## config.mk

```make
export PLATFORM = sky130hd
export DESIGN_NAME = npu_result_reader_flat
export DESIGN_NICKNAME = d
export VERILOG_FILES = /design/src/rtl/npu_pkg.sv /design/src/rtl/npu_result_reader_if.sv /design/src/rtl/npu_result_bank.sv /design/src/rtl/npu_result_reader.sv /design/src/flat_wrapper.sv
export SDC_FILE = /design/constraint.sdc
export NUM_CORES = 1
export LEC_CHECK = 0
export ABC_AREA = 0
export BUFFER_PORTS_ARGS = -buffer_cell sky130_fd_sc_hd__buf_2
export CORE_ASPECT_RATIO = 1.1
export CORE_MARGIN = 10
export CORE_UTILIZATION = 55
export CTS_CLUSTER_SIZE = 10
export DETAILED_ROUTE_END_ITERATION = 10
export PLACE_DENSITY_LB_ADDON = 0.08
export RECOVER_POWER = 50
export SYNTH_ARGS = -nofsm -noshare
export SYNTH_HDL_FRONTEND = slang
export SYNTH_SLANG_ARGS = --single-unit
```

## constraint.sdc

```tcl
create_clock -name clk -period 2.4 [get_ports clk]
set_input_delay 0.48 -clock clk [delete_from_list [all_inputs] [get_ports clk]]
set_output_delay 0.48 -clock clk [all_outputs]
set_load 0.05 [all_outputs]
```

## src/rtl/npu_pkg.sv

```systemverilog
// Shared constants for the NPU result reader: register map, STATUS/CTRL bit
// positions and the frame-holding state encoding.
package npu_pkg;

  localparam int ADDR_STATUS = 0;
  localparam int ADDR_CTRL   = 0;
  localparam int RESULT_BASE = 1;

  localparam int ST_READY     = 0;
  localparam int ST_OVERRUN   = 1;
  localparam int ST_IRQ_EN    = 2;
  localparam int ST_FRAME_LSB = 8;
  localparam int ST_MASK_LSB  = 16;

  localparam int CTRL_RELEASE = 0;
  localparam int CTRL_IRQ_EN  = 1;
  localparam int CTRL_CLR_OVR = 2;

  typedef enum logic {
    EMPTY = 1'b0,
    FULL  = 1'b1
  } state_t;

endpackage

```

## src/rtl/npu_result_reader_if.sv

```systemverilog
// Word-addressed SRAM-like port (req/wen/addr/wdata in, registered rdata out).
// No wait states: every cycle may carry one access.
interface npu_result_reader_if #(
  parameter int ADDR_W    = 4,
  parameter int AXI_WIDTH = 32
) ();

  logic                 req_i;
  logic [3:0]           wen_i;
  logic [ADDR_W-1:0]    addr_i;
  logic [AXI_WIDTH-1:0] wdata_i;
  logic [AXI_WIDTH-1:0] rdata_o;

  modport master (output req_i, wen_i, addr_i, wdata_i, input rdata_o);
  modport slave  (input req_i, wen_i, addr_i, wdata_i, output rdata_o);

endinterface

```

## src/rtl/npu_result_bank.sv

```systemverilog
// Capture registers for the N PE results plus the per-word read mask.
// Read data is combinational from the held registers; the mask clears on capture or clear.
module npu_result_bank #(
  parameter int N      = 10,
  parameter int W_ACC  = 24,
  parameter int ADDR_W = 4
) (
  input  logic               clk,
  input  logic               rst_n,
  input  logic [N*W_ACC-1:0] results_i,
  input  logic               capture,
  input  logic               mark_rd,
  input  logic [ADDR_W-1:0]  rd_idx,
  input  logic               mask_clr,
  output logic [W_ACC-1:0]   rd_data,
  output logic [N-1:0]       read_mask,
  output logic               rd_completes
);

  logic [W_ACC-1:0] res_q [N];
  logic [N-1:0]     rd_bit;

  always_comb begin
    rd_bit  = '0;
    rd_data = '0;
    for (int i = 0; i < N; i++) begin
      if (rd_idx == ADDR_W'(i)) begin
        rd_bit[i] = 1'b1;
        rd_data   = res_q[i];
      end
    end
  end

  // True when this read would leave every word of the frame consumed.
  assign rd_completes = &(read_mask | rd_bit);

  always_ff @(posedge clk or negedge rst_n) begin
    if (!rst_n) begin
      for (int i = 0; i < N; i++) res_q[i] <= '0;
      read_mask <= '0;
    end else begin
      if (capture) begin
        for (int i = 0; i < N; i++) res_q[i] <= results_i[(i+1)*W_ACC-1 -: W_ACC];
      end
      if (capture || mask_clr) begin
        read_mask <= '0;
      end else if (mark_rd) begin
        read_mask <= read_mask | rd_bit;
      end
    end
  end

endmodule

```

## src/rtl/npu_result_reader.sv

```systemverilog
// Holds one frame of PE results for software readback with STATUS/CTRL, overrun and irq.
// Reads return data one cycle later; accesses never stall, a new frame arriving while FULL is dropped.
module npu_result_reader
  import npu_pkg::*;
#(
  parameter int N         = 10,
  parameter int W_ACC     = 24,
  parameter int AXI_WIDTH = 32,
  parameter int ADDR_W    = 4
) (
  input  logic                clk,
  input  logic                rst_n,
  input  logic [N*W_ACC-1:0]  results_i,
  input  logic                res_valid_i,
  npu_result_reader_if.slave  bus,
  output logic                irq_o
);

  state_t st_q, st_d;
  logic       overrun_q;
  logic       irq_en_q;
  logic [7:0] frame_cnt_q;

  logic                 is_rd, is_wr, ctrl_wr, rd_res, rel_req, complete;
  logic                 addr_res;
  logic                 capture, overrun_set, mask_clr, mark_rd;
  logic [ADDR_W-1:0]    rd_idx;
  logic [W_ACC-1:0]     bank_rd;
  logic [N-1:0]         read_mask;
  logic                 rd_completes;
  logic [AXI_WIDTH-1:0] status, rd_word;

  wire unused_wdata = ^bus.wdata_i[AXI_WIDTH-1:3];

  assign is_wr    = bus.req_i & (|bus.wen_i);
  assign is_rd    = bus.req_i & ~(|bus.wen_i);
  assign addr_res = (bus.addr_i >= ADDR_W'(RESULT_BASE)) && (bus.addr_i <= ADDR_W'(N));
  assign rd_idx   = bus.addr_i - ADDR_W'(RESULT_BASE);
  assign ctrl_wr  = is_wr && (bus.addr_i == ADDR_W'(ADDR_CTRL));
  assign rd_res   = is_rd && addr_res;
  assign rel_req  = ctrl_wr && bus.wdata_i[CTRL_RELEASE];
  assign complete = rd_res && rd_completes;

  npu_result_bank #(
    .N      (N),
    .W_ACC  (W_ACC),
    .ADDR_W (ADDR_W)
  ) u_bank (
    .clk          (clk),
    .rst_n        (rst_n),
    .results_i    (results_i),
    .capture      (capture),
    .mark_rd      (mark_rd),
    .rd_idx       (rd_idx),
    .mask_clr     (mask_clr),
    .rd_data      (bank_rd),
    .read_mask    (read_mask),
    .rd_completes (rd_completes)
  );

  // A frame that is released or fully read this cycle frees the slot for a
  // simultaneous res_valid_i, so that pulse is a capture rather than an overrun.
  always_comb begin
    st_d        = st_q;
    capture     = 1'b0;
    overrun_set = 1'b0;
    mask_clr    = rel_req;
    mark_rd     = 1'b0;
    case (st_q)
      EMPTY: begin
        if (res_valid_i) begin
          capture = 1'b1;
          st_d    = FULL;
        end
      end
      FULL: begin
        mark_rd = rd_res;
        if (rel_req || complete) begin
          mask_clr = 1'b1;
          st_d     = EMPTY;
        end
        if (res_valid_i) begin
          if (rel_req || complete) begin
            capture = 1'b1;
            st_d    = FULL;
          end else begin
            overrun_set = 1'b1;
          end
        end
      end
      default: st_d = EMPTY;
    endcase
  end

  always_comb begin
    status                          = '0;
    status[ST_READY]                = (st_q == FULL);
    status[ST_OVERRUN]              = overrun_q;
    status[ST_IRQ_EN]               = irq_en_q;
    status[ST_FRAME_LSB +: 8]       = frame_cnt_q;
    status[ST_MASK_LSB +: N]        = read_mask;
  end

  always_comb begin
    rd_word = '0;
    if (bus.addr_i == ADDR_W'(ADDR_STATUS)) begin
      rd_word = status;
    end else if (addr_res) begin
      rd_word = AXI_WIDTH'($signed(bank_rd));
    end
  end

  always_ff @(posedge clk or negedge rst_n) begin
    if (!rst_n) begin
      st_q        <= EMPTY;
      overrun_q   <= 1'b0;
      irq_en_q    <= 1'b0;
      frame_cnt_q <= '0;
      bus.rdata_o <= '0;
      irq_o       <= 1'b0;
    end else begin
      st_q <= st_d;
      if (is_rd) bus.rdata_o <= rd_word;
      if (ctrl_wr) irq_en_q <= bus.wdata_i[CTRL_IRQ_EN];
      // Setting wins over a same-cycle clear request.
      if (overrun_set) begin
        overrun_q <= 1'b1;
      end else if (ctrl_wr && bus.wdata_i[CTRL_CLR_OVR]) begin
        overrun_q <= 1'b0;
      end
      if (capture) frame_cnt_q <= frame_cnt_q + 8'd1;
      irq_o <= (st_q == FULL) && irq_en_q;
    end
  end

endmodule

```

## src/flat_wrapper.sv

```systemverilog
// flat-port wrapper written by rule: the top's interface ports become plain ports
module npu_result_reader_flat import npu_pkg::*;
#(
  parameter int N         = 10,
  parameter int W_ACC     = 24,
  parameter int AXI_WIDTH = 32,
  parameter int ADDR_W    = 4
)
  (clk, rst_n, results_i, res_valid_i, irq_o, bus_req_i, bus_wen_i, bus_addr_i, bus_wdata_i, bus_rdata_o);
  npu_result_reader_if #(.ADDR_W(ADDR_W), .AXI_WIDTH(AXI_WIDTH)) bus_i ();
  input  logic clk;
  input  logic rst_n;
  input  logic [N*W_ACC-1:0] results_i;
  input  logic res_valid_i;
  output logic irq_o;
  input wire logic [$bits(bus_i.req_i)-1:0] bus_req_i;
  input wire logic [$bits(bus_i.wen_i)-1:0] bus_wen_i;
  input wire logic [$bits(bus_i.addr_i)-1:0] bus_addr_i;
  input wire logic [$bits(bus_i.wdata_i)-1:0] bus_wdata_i;
  output wire logic [$bits(bus_i.rdata_o)-1:0] bus_rdata_o;
  assign bus_i.req_i = bus_req_i;
  assign bus_i.wen_i = bus_wen_i;
  assign bus_i.addr_i = bus_addr_i;
  assign bus_i.wdata_i = bus_wdata_i;
  assign bus_rdata_o = bus_i.rdata_o;
  npu_result_reader #(.N(N), .W_ACC(W_ACC), .AXI_WIDTH(AXI_WIDTH), .ADDR_W(ADDR_W)) u_core (.clk(clk), .rst_n(rst_n), .results_i(results_i), .res_valid_i(res_valid_i), .bus(bus_i), .irq_o(irq_o));
endmodule
```

# == Word-level counts from Yosys, hierarchy flattened ==
# Index checks and enable logic that the tools add are counted.
# op_classes
div,0
n_shift,0
eq_ne,9
magnitude_cmp,2
n_mul,0
addsub,2
muxes,39
bitwise,5
reduce_logical,15
# ops
operator,n
24-bit 2-to-1 mux,10
32-bit 2-to-1 mux,2
1-bit 2-to-1 mux,23
10-bit 2-to-1 mux,2
4-bit by 3-bit == test with 1-bit output (second input constant),4
10-bit bitwise OR,1
10-bit AND reduction,1
8-bit by 1-bit adder with 8-bit output (second input constant),1
4-bit by 2-bit == test with 1-bit output (second input constant),2
4-bit == test (second input constant),2
4-bit zero test,2
1-bit logical AND,7
4-bit by 1-bit == test with 1-bit output (second input constant),1
4-bit by 1-bit >= comparator with 1-bit output (second input constant),1
4-bit <= comparator (second input constant),1
1-bit one-hot mux with 2 select lines,2
2-bit nonzero test,2
4-bit OR reduction,1
4-bit by 1-bit subtractor with 4-bit output (second input constant),1
1-bit bitwise AND,2
1-bit logical OR,2
1-bit inverter,2
# word_totals
word_cells,89
ff_bits,294
romBits,0
mem_bits_rw,0
latch_bits,0
memories,0
out_inout_bits,33

# == Logic depth before layout (Yosys ltp) ==
# Gate-level depths: netlist (run 1).
# depth
ltp_word,14
depth_mapped,10

# == Hierarchy ==
# A second synthesis (run 1) with hierarchy kept.
# unflattened
hier_cells,1129
hier_area_um2,13518.0
# by_module_without_submodules
module,n_inst,area_per_inst_um2,cells_per_inst
npu_result_bank,1,11556.1,917
npu_result_reader,1,1961.9,212

# == Worst setup path before layout (run 1) ==
# No wires, ideal clock.
# synth_timing
path_type,in2reg
startpoint,in bus_addr_i[0]
endpoint,reg u_core.u_bank.res_q[115] in the netlist's numbering
setup_slack_ps,-33
t_required_ps,2264
t_arrival_ps,2297
n_path_buf,4
stages,9
path_cell_list,buf_2 -> or4_1 -> clkbuf_1 -> o2111ai_2 -> a221oi_2 -> a21oi_2 -> clkbuf_1 -> buf_2 -> o32ai_1
# synth_via
elab_chain_len,10
word_cells_on_any_way,35
# synth_rtl
element,line_no,source
"start, declared",flat_wrapper.sv:18,input wire logic [$bits(bus_i.addr_i)-1:0] bus_addr_i;
4-bit by 1-bit subtractor with 4-bit output,npu_result_reader.sv:38,assign rd_idx = bus.addr_i - ADDR_W'(RESULT_BASE);
4-bit by 1-bit == test with 1-bit output (tied with other cells),npu_result_bank.sv:27,if (rd_idx == ADDR_W'(i)) begin
1-bit 2-to-1 mux,npu_result_bank.sv:27,
10-bit bitwise OR,npu_result_bank.sv:35,assign rd_completes = &(read_mask | rd_bit);
10-bit AND reduction,npu_result_bank.sv:35,
1-bit logical AND,npu_result_reader.sv:42,assign complete = rd_res && rd_completes;
1-bit logical OR (*),npu_result_reader.sv:83,if (rel_req || complete) begin
1-bit 2-to-1 mux (*),npu_result_reader.sv:83,
1-bit 2-to-1 mux (*),npu_result_reader.sv:82,if (res_valid_i) begin
1-bit one-hot mux with 2 select lines (*),npu_result_reader.sv:69,case (st_q)
"end, declared",npu_result_bank.sv:20,logic [W_ACC-1:0] res_q [N];
# Every way passes the cells marked *; elsewhere a longest branch is shown, timed or not.
# A chain may end at the register's enable or synchronous reset.

# == Worst setup path in the final report (run 1) ==
# layout_timing
startpoint,reg u_core.u_bank.read_mask[0]
endpoint,reg u_core.u_bank.res_q[127] in the netlist's numbering
# layout_via
elab_chain_len,7
# layout_rtl
element,line_no,source
"start, declared",npu_result_bank.sv:16,"output logic [N-1:0] read_mask,"
"start signal, assigned",npu_result_bank.sv:48,read_mask <= read_mask | rd_bit;
10-bit bitwise OR,npu_result_bank.sv:35,
10-bit AND reduction,npu_result_bank.sv:35,
1-bit logical AND,npu_result_reader.sv:42,
1-bit logical OR,npu_result_reader.sv:83,
1-bit 2-to-1 mux,npu_result_reader.sv:83,
1-bit 2-to-1 mux,npu_result_reader.sv:82,
1-bit one-hot mux with 2 select lines,npu_result_reader.sv:69,
# No other way between the ends.

==> results of run 1 <==
## metal layers
layer / share of wire / vias to the layer above
met3: 0.080 / 137
met1: 0.40 / 7368
li1: - / 6869
met2: 0.47 / 758
met4: 0.052 / 0
met5: 0 / -
## where the power goes
group	internal, mW	total [mW]	leakage (nW)	switching [mW]
Clock	2.66	4.68	0.463	2.01
Combinational	1.34	3.42	4.66	2.07
Sequential	6.11	6.93	3.64	0.824
## sequential cells by signal, summed over array words and instances, names as in the netlist
| name | flops |
|---|---|
| u_core.overrun_q | 1 |
| u_core.u_bank.read_mask | 10 |
| u_core.st_q | 1 |
| u_core.u_bank.res_q | 240 |
| u_core.frame_cnt_q | 8 |
| u_core.bus.rdata_o | 27 |
| u_core.irq_en_q | 1 |
| u_core.irq_o | 1 |
## stage by stage
step	utilization	std cells	area [µm²]
floorplan	-	1744	15700
global placement	0.646	2320	18100
detailed placement	0.646	2320	18100
CTS	0.680	2367	19000
global route	0.677	2367	18900
finish	0.678	2368	18900
## layout make-up
type	instances	area (µm²)	area share
clock inverter	4	31.3	0.00165
sequential	289	7230	0.382
tap	363	454	0.0240
clock buffer	42	912	0.0482
antenna	1	2.50	0.000132
inverter	250	946	0.0500
multi-input combinational	1005	6660	0.351
timing repair buffer	414	2700	0.143
## worst max-delay path, cell delays in order (launching register included)
cell      delay (ps)
dfrtp_1          410
and4b_1          200
o21ai_0          290
a221oi_2         100
buf_4            170
a21oi_4          390
buf_12           370
o32ai_1          130
## cell usage after synthesis (13+ instances only)
cell type,instances,area [µm²]
and3_1,13,81.3
mux2i_1,21,210
nand2_1,74,278
dfrtp_1,289,7230
a22oi_1,19,143
inv_1,249,935
nor2_1,68,255
o21ai_0,309,1550
clkbuf_1,146,548
o22ai_1,18,113
a221oi_1,16,140
nor3_1,21,105
mux2_2,21,236
a21oi_1,42,210
o32ai_1,244,2140
o221ai_1,21,184
buf_2,42,210
## what timing repair did
| item | CTS | global route |
|---|---|---|
| endpoints found under the setup margin | 0 | 0 |
| hold buffers | 1 | 0 |
| hold endpoints to repair | 47 | 0 |
## worst max-delay path by stage
stage                     slack, ps                        from                  endpoint  cells past startpoint
after floorplan                -0.6               bus_addr_i[0]     u_core.frame_cnt_q[1]                      9
after global placement         -240               bus_addr_i[2]  u_core.u_bank.res_q[170]                      8
after detailed placement       -280               bus_addr_i[2]  u_core.u_bank.res_q[135]                      9
after CTS                       200  u_core.u_bank.read_mask[0]  u_core.u_bank.res_q[178]                      7
after global routing             70  u_core.u_bank.read_mask[9]   u_core.u_bank.res_q[56]                      7
final                           150  u_core.u_bank.read_mask[0]  u_core.u_bank.res_q[127]                      7
## cells by family after synthesis
logic type,Yosys count
simple gates,233
compound gates,729
buf+inv,450
fa+ha+maj,1
flops,289
mux,42
==> results.cfg, run 1 <==
[critical_path]
crit_type = reg -> reg
rr_startpoint = u_core.u_bank.read_mask[0]
reg2reg_slack_ps = 150
critPathCaptureType = flip-flop
cp-start-kind = flip-flop
r2r_end = u_core.u_bank.res_q[127]
r2r.worst_path.cells = 7
path_max_fanout = 76
cp.required_ps = 2770
arrival_ps = 2620

[sta]
timing.slew.headroom = 0.207
period_minus_slack_ps = 2250
rsz0062_at_grt = false
setup_ws_ps = 151
finalHoldViolCount = 0
setup_viol = 0
fin_skew_ps = 19.3
fin_crit_sh = 0.937
fmax_ghz = 0.445
tns_ps = 0
drv_slew = 0
worstMarginPinSlew_ps = 1190
hold_ws_ps = 205

[logic_synthesis]
synthAdderAreaFrac = 0.000801
synthArstFlopShare = 1.00
synth-xor-area-share = 0
synth_edf_count = 0
syn-cell-area_mm2 = 0.0156
synthCells = 1744
syn-num-nets = 2029
ys_types = 67
syn_avg_cell_area_um2 = 8.96
yosys_warnings = 0
ys.flop_type = dfrtp_1
ys_ff_latch = 289
synth_compound_area_frac = 0.320
synth_top_family_by_area = compound AO/OA/AOI/OAI gates
synth_mux_area_frac = 0.0286
synth_simple_gate_area_frac = 0.0750
yosysSeqAreaShare = 0.463

[clock_network]
clk_path_buf_depth = 3
h-tree-depth = 2
cts_tree = done
cts_buffers = 35
clkSinkCount = 289
cts.clk_slew.worst_paths_ps = 60
post_cts_buffers = 0
cts-resized-gates = 0
clock_latency_ps = 530
root_buffer = clkbuf_16

[global_routing]
grt.met3_usage = 0.0617
grt_use_met2 = 0.469
use_met1 = 0.392
first_global_vias = 15000
grt.overflow.total = 0
busiest_layer = met2
grt_max_degree = 160
grt_pass1_wl_um = 86000
grt_antenna_before_repair = 1
grt_use_total = 0.299

[routing]
postRouteAntennaNets = 0
wl_per_cell_um = 23.5
via_per_inst = 6.39
wl_um = 55700
via_count = 15100
first_pass_iters = 8
first_iter_violations = 1759
drc_errors = 0

[placed_design]
port_buffers = 287
post-place-ws_ps = -276
gp_congestion = 0.984
dp.final_hpwl_um = 39800

[finish]
areaGrowthSynthToFinish_pct = 21.2
nNetsFinal = 2280
final_cell_mix = 309 x o21ai_0, 289 x dfrtp_1, 272 x buf_2
drive_gt1_frac = 0.235
final_common_cell = o21ai_0
fill_cells = 2328

[power]
power.leakage_nw = 8.77
p_total_mw = 15.0
p_per_area_mw_per_mm2 = 794
max-vdd-ir-drop_uv = 681

[worst_hold_path]
min_from = results_i[237]
hold_class = in -> reg
hold_end = u_core.u_bank.res_q[21]
worstHoldPathCells = 3

[die]
num_io_pins = 317
fp.dieH_um = 197
core_region_area_mm2 = 0.0279
dieWidth_um = 181
rows = 64
dieArea_mm2 = 0.0356
start_util = 0.559

[status]
outcome = finished clean

[run]
drv_cap = 0
No activity file was read; power rests on OpenSTA's default activity.
==> inputs of run 2 (changes only) <==
==> constraint.sdc (replaced) <==
create_clock -name clk -period 2.7 [get_ports clk]
set_input_delay 0.54 -clock clk [delete_from_list [all_inputs] [get_ports clk]]
set_output_delay 0.54 -clock clk [all_outputs]
set_load 0.05 [all_outputs]
==> results.cfg, run 2 (synthesized netlist as in run 1, its figures left out) <==
[status]
outcome = finished with violations
failed_checks = max-capacitance violations, max-slew violations

[worst_hold_path]
min_from = results_i[214]
hold_end = u_core.u_bank.res_q[46]
worstHoldPathCells = 3
hold_class = in -> reg

[global_routing]
grt_pass1_wl_um = 85400
grt.overflow.total = 0
grt_antenna_before_repair = 1
grt_use_total = 0.298
grt_max_degree = 158
first_global_vias = 14900

[power]
max-vdd-ir-drop_uv = 637
power.leakage_nw = 8.70
p_per_area_mw_per_mm2 = 712

[sta]
period_minus_slack_ps = 2250
rsz0062_at_grt = false
finalHoldViolCount = 0
worstMarginPinSlew_ps = 1590
fin_crit_sh = 0.835
setup_viol = 0
tns_ps = 0
fin_skew_ps = 19.2
timing.slew.headroom = -0.0597
drv_slew = 52
fmax_ghz = 0.444

[placed_design]
dp.final_hpwl_um = 39300
post_dp_cell_area_mm2 = 0.0179
gp_congestion = 0.956
place_inst = 2300
port_buffers = 287

[critical_path]
crit_type = in -> reg
reg2reg_slack_ps = 520
critPathCaptureType = flip-flop
rr_startpoint = u_core.u_bank.read_mask[9]
cp-start-kind = input pin
path_max_fanout = 42
r2r.worst_path.cells = 7
cp.required_ps = 3070
r2r_end = u_core.u_bank.res_q[192]
arrival_ps = 2620

[routing]
wl_um = 55200
first_iter_violations = 1768
drc_errors = 0
first_pass_iters = 7
wl_per_cell_um = 23.5
via_count = 15000
postRouteAntennaNets = 0
via_per_inst = 6.38

[finish]
drive_gt1_frac = 0.228
areaGrowthSynthToFinish_pct = 20.4
final_common_cell = o21ai_0
stdcell_count = 2346
final_cell_mix = 309 x o21ai_0, 289 x dfrtp_1, 270 x buf_2
largest_reg_flops = 240
stdcell_area_mm2 = 0.0188
final_util = 0.673
nNetsFinal = 2260
top_register = u_core.u_bank.res_q
biggestRegsByFlops = u_core.u_bank.res_q (240), u_core.bus.rdata_o (27), u_core.u_bank.read_mask (10)
diodes = 0
fill_cells = 2339

[clock_network]
clock_latency_ps = 520
cts_buffers = 35
clk_path_buf_depth = 3
cts.clk_slew.worst_paths_ps = 50
cts_tree = done
clkSinkCount = 289
cts-resized-gates = 0
h-tree-depth = 2
root_buffer = clkbuf_16

[die]
core_region_area_mm2 = 0.0279
start_util = 0.559
dieArea_mm2 = 0.0356
num_io_pins = 317
rows = 64
dieWidth_um = 181
fp.dieH_um = 197

[run]
drv_cap = 1
==> run 2: cell type report <==
class                      count  area, µm²  share of cell area
clock buffer                  41        908              0.0483
clock inverter                 4       56.3             0.00299
inverter                     250        946              0.0503
multi-input combinational   1005       6660               0.354
sequential                   289       7230               0.384
tap                          363        454              0.0241
timing repair buffer         394       2560               0.136
==> run 2: what timing repair did <==
action | in CTS | in global routing
hold buffers | 1 | 0
endpoints found under the hold margin | 48 | 0
buffers inserted | 0 | 0
==> run 2: per-stage QoR <==
stage | hold slack, ps | total power, mW | setup slack [ps]
after detailed placement | 480 | 9.20 | -20.1
final | 265 | 13.4 | 446
after global placement | 467 | 9.07 | 7.33
after global routing | 270 | 14.0 | 212
after floorplan | 244 | 7.88 | 207
after CTS | 261 | 13.4 | 480
==> run 2: power breakdown <==
part	internal (mW)	total (mW)	leakage (nW)	switching, mW
sequential	5.43	6.16	3.64	0.733
clock	2.46	4.21	0.472	1.76
combinational	1.17	3.01	4.59	1.84
==> run 2: worst max path at each step <==
| stage | from | to | slack [ps] | depth (start not counted) |
|---|---|---|---|---|
| 2_1_floorplan | bus_addr_i[0] | u_core.u_bank.res_q[115] | 210 | 9 |
| 3_3_place_gp | bus_addr_i[1] | u_core.u_bank.res_q[116] | 7 | 9 |
| 3_5_place_dp | bus_addr_i[3] | u_core.u_bank.res_q[157] | -20 | 8 |
| 4_1_cts | bus_addr_i[1] | u_core.u_bank.res_q[192] | 480 | 9 |
| 5_1_grt | rst_n | u_core.u_bank.res_q[85] | 210 | 3 |
| 6_report | bus_addr_i[3] | u_core.u_bank.res_q[192] | 450 | 8 |
==> run 2: per-layer routing <==
layer  part of all wire  routed length [µm]  vias up  global-route usage
met5            0.00024                  13        -                   0
met4              0.043                2380        2               0.128
met3              0.073                4050       98              0.0542
met2               0.48               26300      675               0.476
met1               0.41               22400     7345               0.391
li1                   -                   -     6840                   -
==> run 2: worst max-delay path, cell delays in order <==
cell,delay (ps)
buf_2,310
or4_1,280
o2111ai_2,270
a221o_1,420
nor3_4,200
buf_4,210
buf_12,220
o32ai_1,140
==> inputs of run 3 (changes only) <==
--- a/config.mk
+++ b/config.mk
@@ -5,11 +5,11 @@
 export SDC_FILE = /design/constraint.sdc
 export NUM_CORES = 1
 export LEC_CHECK = 0
-export ABC_AREA = 0
+export ABC_AREA = 1
 export BUFFER_PORTS_ARGS = -buffer_cell sky130_fd_sc_hd__buf_2
 export CORE_ASPECT_RATIO = 1.1
 export CORE_MARGIN = 10
-export CORE_UTILIZATION = 55
+export CORE_UTILIZATION = 49
 export CTS_CLUSTER_SIZE = 10
 export DETAILED_ROUTE_END_ITERATION = 10
 export PLACE_DENSITY_LB_ADDON = 0.08
==> constraint.sdc (replaced) <==
create_clock -name clk -period 1.8 [get_ports clk]
set_input_delay 0.36 -clock clk [delete_from_list [all_inputs] [get_ports clk]]
set_output_delay 0.36 -clock clk [all_outputs]
set_load 0.05 [all_outputs]
==> results.cfg, run 3 <==
[critical_path]
arrival_ps = 2200
critPathCaptureType = flip-flop
cp.required_ps = 2180
path_max_fanout = 10
path_cells = buf_4 -> clkinv_4 -> nand4_1 -> buf_4 -> buf_6 -> buf_12 -> or2_2 -> nand2_1 -> nand4_1 -> nor2_2 -> nand3_1 -> nand2_1 -> a21boi_0
reg2reg_slack_ps = 0
crit_family = simple AND/OR/NAND/NOR gates
cp-start-kind = input pin
slowest_delay_ps = 270
cp_slowest_cell = or2_2
crit_type = in -> reg
path_buf_inv = 5

[die]
core_region_area_mm2 = 0.0277
rows = 64
fp.dieH_um = 195
start_util = 0.495
num_io_pins = 317
dieArea_mm2 = 0.0351
dieWidth_um = 179

[logic_synthesis]
synth_area_leaders = dfrtp_1 53%, nand2_1 18%, nand3_1 8.6%, a21oi_1 5.1%, inv_1 2.7%
synth_simple_gate_area_frac = 0.327
yosys_warnings = 0
synth_edf_count = 0
synth_top_family_by_area = simple AND/OR/NAND/NOR gates
ys_types = 27
synthCells = 1769
synth_area_leader_cell = dfrtp_1
synth_compound_area_frac = 0.0671
synthArstFlopShare = 1.00
yosysSeqAreaShare = 0.528
synth_mux_area_frac = 0.000822
ys.flop_type = dfrtp_1
syn_avg_cell_area_um2 = 7.75
netlist_top_cells_count = 670 x nand2_1, 289 x dfrtp_1, 236 x nand3_1, 140 x a21oi_1
synthAdderAreaFrac = 0.000913
synth.most_common_cell = nand2_1
syn-num-nets = 2054
ys_ff_latch = 289
synth-xor-area-share = 0.00447
synth_top_area_frac = 0.528
syn-cell-area_mm2 = 0.0137

[sta]
fin_skew_ps = 21.3
fin_crit_sh = 1.01
fmax_ghz = 0.549
worstMarginPinSlew_ps = 798
setup_ws_ps = -20.0
setup_viol = 3
rsz0062_at_grt = true
hold_ws_ps = 77.6
tns_ps = -24.9
finalHoldViolCount = 0
period_minus_slack_ps = 1820
drv_slew = 0
timing.slew.headroom = 0.468

[global_routing]
first_global_vias = 13200
grt_pass1_wl_um = 73900
grt_antenna_before_repair = 0
grt.overflow.total = 0
grt_use_total = 0.264
grt_max_degree = 88

[placed_design]
gp_congestion = 0.930
port_buffers = 287
post-place-ws_ps = -609
post_dp_cell_area_mm2 = 0.0160
dp.final_hpwl_um = 36300
place_inst = 2390

[power]
p_per_area_mw_per_mm2 = 1050
p_total_mw = 18.7
swShare = 0.309
power.leakage_nw = 9.83
comb_power_share = 0.193
seqPwrFrac = 0.471
power.switching_mw = 5.77
intPower_mw = 12.9
clkPwrFrac = 0.336
max-vdd-ir-drop_uv = 709

[finish]
stdcell_count = 2470
top_register = u_core.u_bank.res_q
biggestRegsByFlops = u_core.u_bank.res_q (240), u_core.bus.rdata_o (27), u_core.u_bank.read_mask (10)
final_cell_mix = 647 x nand2_1, 289 x dfrtp_1, 281 x buf_2
final_common_cell = nand2_1
diodes = 0
largest_reg_flops = 240
nNetsFinal = 2387
areaGrowthSynthToFinish_pct = 30.3
final_util = 0.644
stdcell_area_mm2 = 0.0179
drive_gt1_frac = 0.269

[clock_network]
clk_path_buf_depth = 3
cts.clk_slew.worst_paths_ps = 50
h-tree-depth = 2
root_buffer = clkbuf_16
cts_buffers = 35
clock_latency_ps = 520
clkSinkCount = 289
cts_tree = done

[worst_hold_path]
hold_class = in -> reg

[status]
outcome = finished with violations
failed_checks = negative setup slack

[routing]
first_iter_violations = 1319
via_per_inst = 5.38
via_count = 13300
first_pass_iters = 10
drc_errors = 0
postRouteAntennaNets = 0
wl_um = 50900
wl_per_cell_um = 20.6

[run]
drv_cap = 0
==> run 3: changes by cell type after synthesis, moves of 34 or more <==
cell,before,now
nand3_1,4,236
nand2_1,74,670
o21ai_0,309,12
clkbuf_1,146,53
or2_2,3,37
o32ai_1,244,0
inv_1,249,98
a21oi_1,42,140
==> run 3: cell type report <==
type                    instances  area (µm²)
fillers                      2501        9850
flip-flops and latches        289        7230
multi-input cells            1251        5710
repair buffers                416        3070
clock buffers                  40         957
well taps                     363         454
inverters                     109         419
clock inverters                 2        10.0
==> run 3: repair_timing <==
| action | 4_1_cts | 5_1_grt |
|---|---|---|
| hold buffers | 1 | 0 |
| setup endpoints to repair | 11 | 161 |
| gates cloned | 0 | 18 |
| pin swaps | 1 | 14 |
| buffers inserted | 1 | 18 |
| hold endpoints to repair | 23 | 0 |
| resized for setup | 5 | 91 |
==> run 3: cell families after synthesis <==
logic type | count (synthesis)
xor+xnor | 7
simple gates | 1068
buf+inv | 229
fa+ha+maj | 1
compound gates | 174
mux | 1
flops | 289
==> run 3: metal layers <==
layer | global-route usage | vias to the layer above | share of wire
met2 | 0.415 | 598 | 0.46
met3 | 0.0684 | 86 | 0.090
li1 | - | 6264 | -
met4 | 0.0867 | 0 | 0.033
met5 | 0 | - | 0
met1 | 0.348 | 6334 | 0.41
==> run 3: final timing paths <==
path	startpoint	cells after the start	end
min reg2reg	u_core.u_bank.res_q[186]	2	u_core.u_bank.res_q[186]
min in group asynchronous	rst_n	2	u_core.u_bank.res_q[38]
max reg2reg	u_core.u_bank.read_mask[4]	11	u_core.u_bank.res_q[94]
max in group asynchronous	rst_n	3	u_core.u_bank.res_q[150]
min	results_i[134]	3	u_core.u_bank.res_q[110]
max	bus_addr_i[3]	13	u_core.bus.rdata_o[13]
==> run 3: worst reg2reg max path, delay by kind of cell, from the launching register on <==
family,cells,cell delay (ps)
AND/OR/NAND/NOR,6,840
buffers and inverters,3,390
flip-flops,1,360
AO/OA/AOI/OAI,2,100
==> run 3: power by group through the flow <==
stage | sequential [mW] | clock [mW] | combinational [mW]
final | 8.80 | 6.27 | 3.61
after CTS | 8.75 | 6.34 | 3.47
after global routing | 8.93 | 6.61 | 4.04
after global placement | 8.83 | 0 | 3.34
after floorplan | 9.03 | 0 | 1.76
after detailed placement | 8.84 | 0 | 3.45
